## src/rtl/mmcm_drp_reconfig_pkg.sv

```systemverilog
//------------------------------------------------------------------------------
// mmcm_drp_reconfig_pkg : shared widths, FSM states and the bit-merge helper
// Rev 1.0
//------------------------------------------------------------------------------
`default_nettype none

package mmcm_drp_reconfig_pkg;

  localparam int DRP_ADDR_W = 7;
  localparam int DRP_DATA_W = 16;
  localparam int TBL_IDX_W  = 5;

  typedef enum logic [3:0] {
    ST_IDLE       = 4'd0,
    ST_ASSERT_RST = 4'd1,
    ST_RD_REQ     = 4'd2,
    ST_RD_WAIT    = 4'd3,
    ST_WR_REQ     = 4'd4,
    ST_WR_WAIT    = 4'd5,
    ST_NEXT       = 4'd6,
    ST_RELEASE    = 4'd7,
    ST_WAIT_LOCK  = 4'd8
  } state_e;

  // Mask bit 1 keeps the value read back from the MMCM, 0 takes the table bit.
  function automatic logic [DRP_DATA_W-1:0] drp_merge(
    input logic [DRP_DATA_W-1:0] rd,
    input logic [DRP_DATA_W-1:0] mask,
    input logic [DRP_DATA_W-1:0] data
  );
    return (rd & mask) | (data & ~mask);
  endfunction

endpackage

`default_nettype wire

```

## src/rtl/mmcm_drp_reconfig_sync.sv

```systemverilog
//------------------------------------------------------------------------------
// mmcm_drp_sync : reset-release synchroniser and 2-flop LOCKED synchroniser
// Rev 1.0
//------------------------------------------------------------------------------
`default_nettype none

module mmcm_drp_sync (
  input  logic clk_i,
  input  logic rst_n_i,
  input  logic locked_i,
  output logic rst_n_sync_o,
  output logic locked_sync_o
);

  logic [1:0] rst_q;
  logic [1:0] lock_q;

  // Assertion is immediate, release lands on a clock edge.
  always_ff @(posedge clk_i or negedge rst_n_i) begin
    if (!rst_n_i) begin
      rst_q  <= 2'b00;
      lock_q <= 2'b00;
    end else begin
      rst_q  <= {rst_q[0], 1'b1};
      lock_q <= {lock_q[0], locked_i};
    end
  end

  assign rst_n_sync_o  = rst_q[1];
  assign locked_sync_o = lock_q[1];

endmodule

`default_nettype wire

```

## src/rtl/mmcm_drp_reconfig.sv

```systemverilog
//------------------------------------------------------------------------------
// mmcm_drp_reconfig : walks an external table doing DRP read-modify-writes
// while holding the MMCM in reset, then waits for lock.  Rev 1.0
//------------------------------------------------------------------------------
`default_nettype none

module mmcm_drp_reconfig
  import mmcm_drp_reconfig_pkg::*;
#(
  parameter int NUM_ENTRIES  = 23,
  parameter int DRDY_TIMEOUT = 63,
  parameter int LOCK_TIMEOUT = 65535
) (
  input  logic                  dclk_i,
  input  logic                  rst_n_i,
  input  logic                  start_i,
  output logic [TBL_IDX_W-1:0]  tbl_idx_o,
  input  logic [DRP_ADDR_W-1:0] tbl_addr_i,
  input  logic [DRP_DATA_W-1:0] tbl_mask_i,
  input  logic [DRP_DATA_W-1:0] tbl_data_i,
  output logic [DRP_ADDR_W-1:0] daddr_o,
  output logic                  den_o,
  output logic                  dwe_o,
  output logic [DRP_DATA_W-1:0] di_o,
  input  logic [DRP_DATA_W-1:0] do_i,
  input  logic                  drdy_i,
  output logic                  mmcm_rst_o,
  input  logic                  locked_i,
  output logic                  busy_o,
  output logic                  done_o,
  output logic                  err_o
);

  localparam int WD_W = $clog2(DRDY_TIMEOUT + 1);
  localparam int LK_W = $clog2(LOCK_TIMEOUT + 1);
  localparam logic [WD_W-1:0]      WD_LIM   = WD_W'(DRDY_TIMEOUT - 1);
  localparam logic [LK_W-1:0]      LK_LIM   = LK_W'(LOCK_TIMEOUT - 1);
  localparam logic [TBL_IDX_W-1:0] LAST_IDX = TBL_IDX_W'(NUM_ENTRIES - 1);

  logic rst_n_s;
  logic locked_s;

  mmcm_drp_sync u_sync (
    .clk_i         (dclk_i),
    .rst_n_i       (rst_n_i),
    .locked_i      (locked_i),
    .rst_n_sync_o  (rst_n_s),
    .locked_sync_o (locked_s)
  );

  state_e                 state_q,    state_d;
  logic [TBL_IDX_W-1:0]   idx_q,      idx_d;
  logic [DRP_ADDR_W-1:0]  daddr_q,    daddr_d;
  logic [DRP_DATA_W-1:0]  mask_q,     mask_d;
  logic [DRP_DATA_W-1:0]  data_q,     data_d;
  logic [DRP_DATA_W-1:0]  rdata_q,    rdata_d;
  logic [WD_W-1:0]        wd_cnt_q,   wd_cnt_d;
  logic [LK_W-1:0]        lk_cnt_q,   lk_cnt_d;
  logic                   mmcm_rst_q, mmcm_rst_d;
  logic                   err_q,      err_d;

  always_ff @(posedge dclk_i or negedge rst_n_s) begin
    if (!rst_n_s) begin
      state_q    <= ST_IDLE;
      idx_q      <= '0;
      daddr_q    <= '0;
      mask_q     <= '0;
      data_q     <= '0;
      rdata_q    <= '0;
      wd_cnt_q   <= '0;
      lk_cnt_q   <= '0;
      mmcm_rst_q <= 1'b1;
      err_q      <= 1'b0;
    end else begin
      state_q    <= state_d;
      idx_q      <= idx_d;
      daddr_q    <= daddr_d;
      mask_q     <= mask_d;
      data_q     <= data_d;
      rdata_q    <= rdata_d;
      wd_cnt_q   <= wd_cnt_d;
      lk_cnt_q   <= lk_cnt_d;
      mmcm_rst_q <= mmcm_rst_d;
      err_q      <= err_d;
    end
  end

  // The watchdog value counts the DEN cycle as cycle 1, so the limit test
  // fires in the DRDY_TIMEOUT-th cycle of the transaction.
  always_comb begin
    state_d    = state_q;
    idx_d      = idx_q;
    daddr_d    = daddr_q;
    mask_d     = mask_q;
    data_d     = data_q;
    rdata_d    = rdata_q;
    wd_cnt_d   = wd_cnt_q;
    lk_cnt_d   = lk_cnt_q;
    mmcm_rst_d = mmcm_rst_q;
    err_d      = err_q;

    case (state_q)
      ST_IDLE: begin
        if (start_i) begin
          state_d    = ST_ASSERT_RST;
          idx_d      = '0;
          err_d      = 1'b0;
          mmcm_rst_d = 1'b1;
        end
      end
      ST_ASSERT_RST: state_d = ST_RD_REQ;
      ST_RD_REQ: begin
        daddr_d  = tbl_addr_i;
        mask_d   = tbl_mask_i;
        data_d   = tbl_data_i;
        wd_cnt_d = WD_W'(1);
        state_d  = ST_RD_WAIT;
      end
      ST_RD_WAIT: begin
        if (drdy_i) begin
          rdata_d = do_i;
          state_d = ST_WR_REQ;
        end else if (wd_cnt_q >= WD_LIM) begin
          state_d    = ST_IDLE;
          err_d      = 1'b1;
          mmcm_rst_d = 1'b0;
        end else begin
          wd_cnt_d = wd_cnt_q + WD_W'(1);
        end
      end
      ST_WR_REQ: begin
        wd_cnt_d = WD_W'(1);
        state_d  = ST_WR_WAIT;
      end
      ST_WR_WAIT: begin
        if (drdy_i) begin
          state_d = ST_NEXT;
        end else if (wd_cnt_q >= WD_LIM) begin
          state_d    = ST_IDLE;
          err_d      = 1'b1;
          mmcm_rst_d = 1'b0;
        end else begin
          wd_cnt_d = wd_cnt_q + WD_W'(1);
        end
      end
      ST_NEXT: begin
        if (idx_q == LAST_IDX) begin
          state_d = ST_RELEASE;
        end else begin
          idx_d   = idx_q + TBL_IDX_W'(1);
          state_d = ST_RD_REQ;
        end
      end
      ST_RELEASE: begin
        mmcm_rst_d = 1'b0;
        lk_cnt_d   = '0;
        state_d    = ST_WAIT_LOCK;
      end
      ST_WAIT_LOCK: begin
        if (locked_s) begin
          state_d = ST_IDLE;
        end else if (lk_cnt_q >= LK_LIM) begin
          state_d = ST_IDLE;
          err_d   = 1'b1;
        end else begin
          lk_cnt_d = lk_cnt_q + LK_W'(1);
        end
      end
      default: state_d = ST_IDLE;
    endcase
  end

  // The read address is passed straight through so the table only has to be
  // valid in the cycle TBL_IDX points at it; afterwards the captured copy holds.
  assign den_o      = (state_q == ST_RD_REQ) || (state_q == ST_WR_REQ);
  assign dwe_o      = (state_q == ST_WR_REQ);
  assign di_o       = dwe_o ? drp_merge(rdata_q, mask_q, data_q) : '0;
  assign daddr_o    = (state_q == ST_RD_REQ) ? tbl_addr_i : daddr_q;
  assign tbl_idx_o  = idx_q;
  assign busy_o     = (state_q != ST_IDLE);
  assign done_o     = (state_q == ST_WAIT_LOCK) && locked_s;
  assign mmcm_rst_o = mmcm_rst_q;
  assign err_o      = err_q;

endmodule

`default_nettype wire

```

## config.mk

```make
export PLATFORM = sky130hd
export DESIGN_NAME = mmcm_drp_reconfig
export DESIGN_NICKNAME = d
export VERILOG_FILES = /design/src/rtl/mmcm_drp_reconfig_pkg.sv /design/src/rtl/mmcm_drp_reconfig_sync.sv /design/src/rtl/mmcm_drp_reconfig.sv
export SDC_FILE = /design/constraint.sdc
export NUM_CORES = 1
export LEC_CHECK = 0
export ABC_CLOCK_PERIOD_IN_PS = 3500
export CORE_MARGIN = 2
export CORE_UTILIZATION = 35
export DETAILED_ROUTE_END_ITERATION = 12
export MAX_ROUTING_LAYER = met4
export PLACE_DENSITY = 0.61
export SLEW_MARGIN = 15
export SYNTH_ARGS = -nofsm -noshare
export SYNTH_HDL_FRONTEND = slang
export SYNTH_SLANG_ARGS = --single-unit
```

## constraint.sdc

```tcl
create_clock -name dclk_i -period 3.5 [get_ports dclk_i]
set_input_delay 0.7 -clock dclk_i [delete_from_list [all_inputs] [get_ports dclk_i]]
set_output_delay 0.7 -clock dclk_i [all_outputs]
set_load 0.1 [all_outputs]
```

==> results of run 1 <==
## metrics by stage
stage           util  cell area [um^2]  setup WS [ps]  hold WS, ps  std cells
2_1_floorplan      -              4180            291          331        350
3_3_place_gp   0.460              5300            852          336        579
3_5_place_dp   0.460              5300            799          338        579
4_1_cts        0.487              5610            515          357        595
5_1_grt        0.487              5610            347          366        595
6_report       0.487              5610            612          355        595
## worst max-delay path: cells and delay by family, from the launching register on
kind | cells | cell delay [ps]
and+or+nand+nor | 3 | 950
buffers and inverters | 1 | 320
DFF | 1 | 560
## cell type report
class,instances,area (um^2)
multi-input cells,239,1810
flip-flops and latches,92,2310
clock buffers,10,239
fillers,1052,5910
inverters,8,30.0
well taps,143,179
clock inverters,6,68.8
repair buffers,97,971
## Yosys cell counts (5+ instances only)
library cell	number	area share
dfrtp_1	91	0.55
mux2_2	55	0.15
nor2_1	45	0.040
mux2i_1	18	0.043
nand2_1	13	0.012
o21ai_0	12	0.014
nand3_1	11	0.013
xor2_1	9	0.019
clkbuf_1	8	0.0072
inv_1	8	0.0072
a21oi_1	6	0.0072
ha_1	6	0.018
nand4_1	6	0.0090
nor3_1	6	0.0072
and3_1	5	0.0075
## cells by family after synthesis
| logic type | after synthesis | synth area share |
|---|---|---|
| AO/OA/AOI/OAI | 35 | 0.0545 |
| XOR/XNOR | 12 | 0.0252 |
| adder cells (fa/ha/maj) | 6 | 0.0180 |
| buffers and inverters | 19 | 0.0174 |
| flip-flops | 92 | 0.551 |
| multiplexers | 73 | 0.191 |
| other | 1 | 0.000898 |
| AND/OR/NAND/NOR | 112 | 0.141 |
## sequential cells by signal, indices dropped and copies added (netlist names)
signal / flops
daddr_q: 7
data_q: 16
err_o: 1
lk_cnt_q: 16
mask_q: 16
mmcm_rst_o: 1
rdata_q: 16
state_q: 4
tbl_idx_o: 5
u_sync.lock_q: 2
u_sync.rst_q: 2
wd_cnt_q: 6
## report_power, final
| group | total, uW | internal (uW) | switching [uW] |
|---|---|---|---|
| Sequential | 1730 | 1450 | 280 |
| Combinational | 2210 | 944 | 1270 |
| Clock | 1010 | 578 | 435 |
## final timing paths
| check | end | slack (ps) |
|---|---|---|
| setup / recovery | di_o[6] | 610 |
| hold / removal | u_sync.rst_q[1] | 350 |
| setup reg to reg | lk_cnt_q[11] | 1140 |
| hold reg to reg | u_sync.rst_q[1] | 350 |
| max in group asynchronous | data_q[10] | 2220 |
| min in group asynchronous | wd_cnt_q[4] | 470 |
## metal layers
layer | track usage | routed length [um] | part of all wire
met5 | - | 0 | 0
met1 | 0.181 | 4040 | 0.46
met2 | 0.229 | 4180 | 0.47
met4 | 0.0553 | 130 | 0.015
met3 | 0.0546 | 490 | 0.055
==> results.cfg, run 1 <==
[sta]
fin_tns_setup_ps = 0
skew_ps = 10.2
min_period_over_period = 0.825
period_minus_slack_ps = 2890
finalHoldViolations = 0
setup_viol = 0
slew_violations = 0
tightest_slew_ps = 974
relSlewSlack = 0.348
rsz0062_at_grt = no
fmax_mhz = 346

[placed_design]
gp_congestion = 0.792
port_buffers = 93
dp_hpwl_mm = 6.12

[grt]
antenna_found_initial = 0
grt_pass1_wl_mm = 14.6
grt_max_degree = 73
grt_overflow = 0
grt_pass1_vias = 3089
grt_usage = 0.149

[worst_hold_path]
min_from = u_sync.rst_q[0]
hold_path_depth = 0
holdCritPathClass = flip-flop to flip-flop

[run_status]
status = finished, violations left
violations = DRC

[synth]
synth.distinct_cells = 50
async_reset_ff_frac = 1.00
ys_warn_count = 0
dominantRegCellSynth = dfrtp_1
synthCells = 350
ys_ff_latch = 92
syn_area_per_cell_um2 = 11.9
syn-cell-area_um2 = 4180
synth_nets = 416
synth-edff-count = 0
yosysSeqAreaShare = 0.551

[floorplanning]
dieArea_um2 = 12800
num_rows = 39
io_pins = 94
coreArea_um2 = 11500
die_h_um = 113
start_util = 0.363
die_x_um = 113

[critical_path]
end_kind = output pin
r2r.worst_path.cells = 5
cp_slowest_cell = dfrtp_1
crit_fanout = 17
critPathLaunchType = flip-flop
arrival_ps = 2190
timing.rr.start = state_q[0]
crit_start = state_q[2]
crit_type = flip-flop to output pin
path_cells = nor2b_1 > nand2_1 > nor2_1 > buf_4
critical_path_required_ps = 2800
max_stage_delay_ps = 560

[clock_network]
numCtsBuffers = 9
cts_setup_buffers = 0
cts_max_path_buffers = 2
htreeDepth = 3
clk_latency_ps = 350
clkSlewWorstSetupHoldPaths_ps = 60
cts_tree = done
cts_hold_buf = 0
cts_resized = 0
root_buffer = clkbuf_16
clock_sinks = 92

[finish]
final_cell_mix = dfrtp_1, clkdlybuf4s50_1, mux2_2, nor2_1, buf_4
final_common_cell = dfrtp_1
layout-drive-gt1-share = 0.254
final_nets = 513
area_growth_pct = 34.2
antenna_cells = 0

[routing]
wl_per_cell_um = 14.9
ant_nets = 0
wl_mm = 8.85
drc = 1
vias = 2954
drt-initial-drc-count = 118
avgViaCountPerCell = 4.96
first_pass_iters = 8

[power_and_ir_drop]
ir_worst_vdd_mv = 1.06
p_total_uw = 4960
power_density_nw_per_um2 = 884
leakage_uw = 0.00247

[job]
drv_cap = 0
(Power assumes the default switching activity.)
==> run 2, diff against run 1 <==
--- a/config.mk
+++ b/config.mk
@@ -5,12 +5,12 @@
 export SDC_FILE = /design/constraint.sdc
 export NUM_CORES = 1
 export LEC_CHECK = 0
-export ABC_CLOCK_PERIOD_IN_PS = 3500
+export ABC_CLOCK_PERIOD_IN_PS = 2470
 export CORE_MARGIN = 2
 export CORE_UTILIZATION = 35
 export DETAILED_ROUTE_END_ITERATION = 12
 export MAX_ROUTING_LAYER = met4
-export PLACE_DENSITY = 0.61
+export PLACE_DENSITY = 0.63
 export SLEW_MARGIN = 15
 export SYNTH_ARGS = -nofsm -noshare
 export SYNTH_HDL_FRONTEND = slang
==> constraint.sdc (replaced) <==
create_clock -name dclk_i -period 2.47 [get_ports dclk_i]
set_input_delay 0.494 -clock dclk_i [delete_from_list [all_inputs] [get_ports dclk_i]]
set_output_delay 0.494 -clock dclk_i [all_outputs]
set_load 0.1 [all_outputs]
==> run 2 against run 1 <==
  * The run still ends with DRC left
  * Utilization up 3.4 points
  * Sequential cell count unchanged
  * Routed wire length up 3.9%
  * Clock skew down 3.2 ps
  * Global-route usage up 0.76 points
  * Final area up 7.0%
  * Count of clock-buffer cells in the layout down 1
  * Register-to-register slack worse by 720 ps
  * Highest routed layer unchanged
  * Non-clock buffer count up 10
  * Hold slack worse by 6.4 ps
  * Sequential share of layout area down 2.7 points
==> results.cfg, run 2 (synthesis gave the netlist of run 1 again) <==
[run_status]
status = finished, violations left
violations = DRC

[grt]
grt_usage = 0.157
grt_overflow = 0
grt_pass1_wl_mm = 15.3
antenna_found_initial = 0
grt_pass1_vias = 3128
grt_max_degree = 54

[floorplanning]
dieArea_um2 = 12800
start_util = 0.363
die_x_um = 113
num_rows = 39
coreArea_um2 = 11500
io_pins = 94
die_h_um = 113

[routing]
avgViaCountPerCell = 4.94
wl_mm = 9.20
first_pass_iters = 8
drt-initial-drc-count = 89
drc = 1
ant_nets = 0
wl_per_cell_um = 15.2
vias = 2986

[clock_network]
cts_tree = done
clk_latency_ps = 340
cts_setup_buffers = 0
cts_resized = 0
clkSlewWorstSetupHoldPaths_ps = 60
numCtsBuffers = 9
cts_max_path_buffers = 2
clock_sinks = 92
root_buffer = clkbuf_16
htreeDepth = 3
cts_hold_buf = 0

[sta]
finalHoldViolations = 0
fmax_mhz = 421
setup_viol = 0
tightest_slew_ps = 706
rsz0062_at_grt = no
skew_ps = 7.01
relSlewSlack = 0.529
slew_violations = 0
period_minus_slack_ps = 2380
min_period_over_period = 0.962

[critical_path]
max_stage_delay_ps = 350
timing.rr.start = state_q[2]
r2r.worst_path.cells = 5
crit_type = flip-flop to output pin
reg2reg_slack_ps = 420
critPathLaunchType = flip-flop
cp_slowest_cell = dfrtp_1
end_kind = output pin
rr_endpoint = lk_cnt_q[11]
timing.critical_path.mode_cell = buf_4
crit_fanout = 14
arrival_ps = 1880
path_cells = buf_4 > nor4b_2 > buf_4 > mux2_4 > buf_12
critical_path_required_ps = 1980

[finish]
final_cells = 605
layout-drive-gt1-share = 0.301
antenna_cells = 0
area_growth_pct = 43.6
fin_util = 0.521
final_common_cell = dfrtp_1
final_nets = 523
final_cell_mix = dfrtp_1, clkdlybuf4s50_1, mux2_2, nor2_1, buf_12

[placed_design]
dp_cells = 589
port_buffers = 93
dp_hpwl_mm = 6.47
gp_congestion = 0.819

[worst_hold_path]
holdCritPathClass = input pin to async pin

[power_and_ir_drop]
power_switching_uw = 2900
pwr-share-clk = 0.177
p_int_uw = 4310
combPwrFrac = 0.492
pwr-share-seq = 0.331
ir_worst_vdd_mv = 0.610
leakage_uw = 0.00261
power_density_nw_per_um2 = 1200
swShare = 0.402

[job]
drv_cap = 0
==> run 2: cell types whose count changed in the layout (fill, tap and decap cells not counted), sizes merged <==
cell and change:
clkinvlp +1, clkinv +2, clkdlybuf4s50 -3, inv -1, bufinv -1, clkbuf -1, buf +13
==> run 2: layout make-up <==
class | instances | area (um^2)
fill | 1023 | 5520
sequential | 92 | 2310
multi-input combinational | 239 | 1890
timing repair buffer | 107 | 1310
clock buffer | 9 | 225
tap | 143 | 179
clock inverter | 7 | 51.3
inverter | 8 | 30.0
==> run 2: power groups by stage <==
stage          sequential, uW  combinational [uW]  clock [uW]
6_report                 2380                3550        1280
5_1_grt                  2470                3760        1390
4_1_cts                  2400                3600        1330
3_5_place_dp             2420                3580           0
3_3_place_gp             2400                3530           0
2_1_floorplan            2460                2420           0
==> run 2: critical path, delay by kind of cell, from the launching register on <==
kind / cells / cell delay [ps]
buf+inv: 3 / 610
flops: 1 / 350
mux: 1 / 340
simple gates: 1 / 220
==> run 2: worst max-delay path by stage <==
| stage | startpoint | endpoint | slack, ps | cells past startpoint |
|---|---|---|---|---|
| detailed placement | start_i | tbl_idx_o[4] | 220 | 5 |
| floorplan | state_q[2] | di_o[0] | -320 | 4 |
| finish | state_q[1] | daddr_o[2] | 90 | 5 |
| global route | state_q[3] | di_o[2] | 0.1 | 6 |
| global placement | start_i | tbl_idx_o[4] | 250 | 5 |
| CTS | state_q[1] | daddr_o[2] | 60 | 5 |
==> run 2: per-stage QoR <==
stage	cell area (um^2)	setup slack [ps]	power (uW)	TNS [ps]	hold WS, ps
final	6000	94.8	7210	0	348
after global routing	6000	0.145	7620	0	346
after CTS	6000	64.5	7330	0	335
after detailed placement	5720	222	6000	0	336
after global placement	5720	247	5930	0	341
after floorplan	4260	-320	4870	-3920	198
==> run 2: layer usage <==
metal / up-vias / part of all wire / global-route usage / routed length (um)
li1: 1455 / - / - / -
met1: 1454 / 0.44 / 0.191 / 4060
met2: 69 / 0.47 / 0.240 / 4320
met3: 8 / 0.080 / 0.0728 / 738
met4: 0 / 0.0082 / 0.0341 / 75
met5: - / 0 / - / 0
==> run 3, diff against run 2 <==
--- a/config.mk
+++ b/config.mk
@@ -6,6 +6,7 @@
 export NUM_CORES = 1
 export LEC_CHECK = 0
 export ABC_CLOCK_PERIOD_IN_PS = 2470
+export CORE_ASPECT_RATIO = 1.4
 export CORE_MARGIN = 2
 export CORE_UTILIZATION = 35
 export DETAILED_ROUTE_END_ITERATION = 12
==> run 3 against run 2 <==
  * The run now ends clean
  * Clock skew decreased by 1.2 ps
  * Routed wire length increased by 3.3%
  * Utilization decreased by 0.64 points
  * Final cell count increased by 1.3%
  * Critical endpoint is now di_o[1]
==> results.cfg, run 3 (synthesis gave the netlist of run 1 again) <==
[critical_path]
timing.critical_path.mode_cell = buf_4
end_kind = output pin
crit_type = flip-flop to output pin
reg2reg_slack_ps = 380
max_stage_delay_ps = 460
r2r.worst_path.cells = 5
cpLargestDelayFamily = buffers and inverters
timing.rr.start = state_q[1]
critPathLaunchType = flip-flop
crit_buf_inv = 3
crit_fanout = 17
critical_path_required_ps = 1980
path_cells = buf_4 > nor2b_1 > nand2_1 > buf_4 > nor2_1 > buf_12
arrival_ps = 1930
rr_endpoint = lk_cnt_q[11]
cp_slowest_cell = dfrtp_1

[sta]
slew_violations = 0
relSlewSlack = 0.576
setup_viol = 0
skew_ps = 5.84
tightest_slew_ps = 632
fmax_mhz = 412
finalHoldViolations = 0
min_period_over_period = 0.982
setup_ws_ps = 45.0
rsz0062_at_grt = yes
hold_slack_ps = 241
period_minus_slack_ps = 2420

[routing]
drc = 0
ant_nets = 0
wl_mm = 9.50
wl_per_cell_um = 15.5
drt-initial-drc-count = 122
first_pass_iters = 4
avgViaCountPerCell = 5.00
vias = 3062

[clock_network]
cts_max_path_buffers = 2
cts_tree = done
numCtsBuffers = 9
clock_sinks = 92
cts_hold_buf = 0
root_buffer = clkbuf_16
clkSlewWorstSetupHoldPaths_ps = 60
clk_latency_ps = 340
htreeDepth = 3

[power_and_ir_drop]
power_density_nw_per_um2 = 1220
ir_worst_vdd_mv = 0.681
p_int_uw = 4460
pwr-share-seq = 0.328
pwr-share-clk = 0.184
combPwrFrac = 0.488
power_switching_uw = 2910
swShare = 0.395
leakage_uw = 0.00263

[grt]
grt_overflow = 0
antenna_found_initial = 0
grt_usage = 0.162
grt_pass1_wl_mm = 15.6
grt_pass1_vias = 3219
grt_max_degree = 48

[floorplanning]
num_rows = 47
coreArea_um2 = 11800
die_h_um = 133
start_util = 0.355
io_pins = 94
dieArea_um2 = 12800
die_x_um = 96.3

[placed_design]
dp_hpwl_mm = 6.97
port_buffers = 93
pre_cts_ws_ps = 207
gp_congestion = 0.818
place_area_um2 = 5730

[finish]
layout-drive-gt1-share = 0.313
fill_cells = 1062
final_common_cell = dfrtp_1
final_cell_mix = dfrtp_1, clkdlybuf4s50_1, mux2_2, nor2_1, buf_12
antenna_cells = 0
stdcell_area_um2 = 6050
area_growth_pct = 44.8
final_nets = 528

[job]
drv_cap = 0

[worst_hold_path]
holdCritPathClass = flip-flop to async pin

[run_status]
status = finished clean
## run 3: repair_timing
action | 4_1_cts | 5_1_grt
endpoints found under the hold margin | 0 | 0
gates resized for setup | 0 | 4
setup endpoints to repair | 0 | 13
setup buffers | 0 | 3
## run 3: metrics by stage
step                      cells  setup TNS, ps  power, uW   util
after floorplan             350          -3920       4870      -
after global placement      595              0       5940  0.487
after detailed placement    595              0       6020  0.487
after CTS                   610              0       7400  0.512
after global routing        613           -142       7770  0.514
final                       613              0       7380  0.514
## run 3: cell type report
| type | instances | area, um^2 | share of cell area |
|---|---|---|---|
| Sequential cell | 92 | 2310 | 0.382 |
| Multi-Input combinational cell | 239 | 1890 | 0.313 |
| Timing Repair Buffer | 112 | 1340 | 0.222 |
| Clock buffer | 9 | 225 | 0.0372 |
| Tap cell | 147 | 184 | 0.0304 |
| Clock inverter | 6 | 65.1 | 0.0108 |
| Inverter | 8 | 30.0 | 0.00496 |
## run 3: worst max path at each step
stage,start,endpoint,slack (ps),depth (start not counted)
finish,state_q[3],di_o[1],50,6
global route,state_q[3],di_o[1],-40,6
CTS,state_q[0],daddr_o[0],10,4
detailed placement,start_i,tbl_idx_o[2],210,6
global placement,start_i,tbl_idx_o[4],250,5
floorplan,state_q[2],di_o[0],-320,4
## run 3: per-layer routing
layer / up-vias / routed length (um) / track usage
met5: - / 0 / -
met4: 0 / 116 / 0.0485
met3: 10 / 574 / 0.0515
met2: 69 / 4850 / 0.262
met1: 1517 / 3960 / 0.193
li1: 1466 / - / -
## run 3: power by group through the flow
| stage | clock network [uW] | registers [uW] | logic (uW) |
|---|---|---|---|
| final | 1360 | 2420 | 3600 |
| after global routing | 1460 | 2500 | 3800 |
| after CTS | 1400 | 2420 | 3590 |
| after detailed placement | 0 | 2440 | 3580 |
| after global placement | 0 | 2420 | 3530 |
| after floorplan | 0 | 2460 | 2420 |
## run 3: worst reg2reg max path, cell delays in order (launching register included)
cell	delay [ps]
dfrtp_2	460
or4b_4	610
nor4_4	320
nand3_2	160
or3_1	320
a21oi_1	150
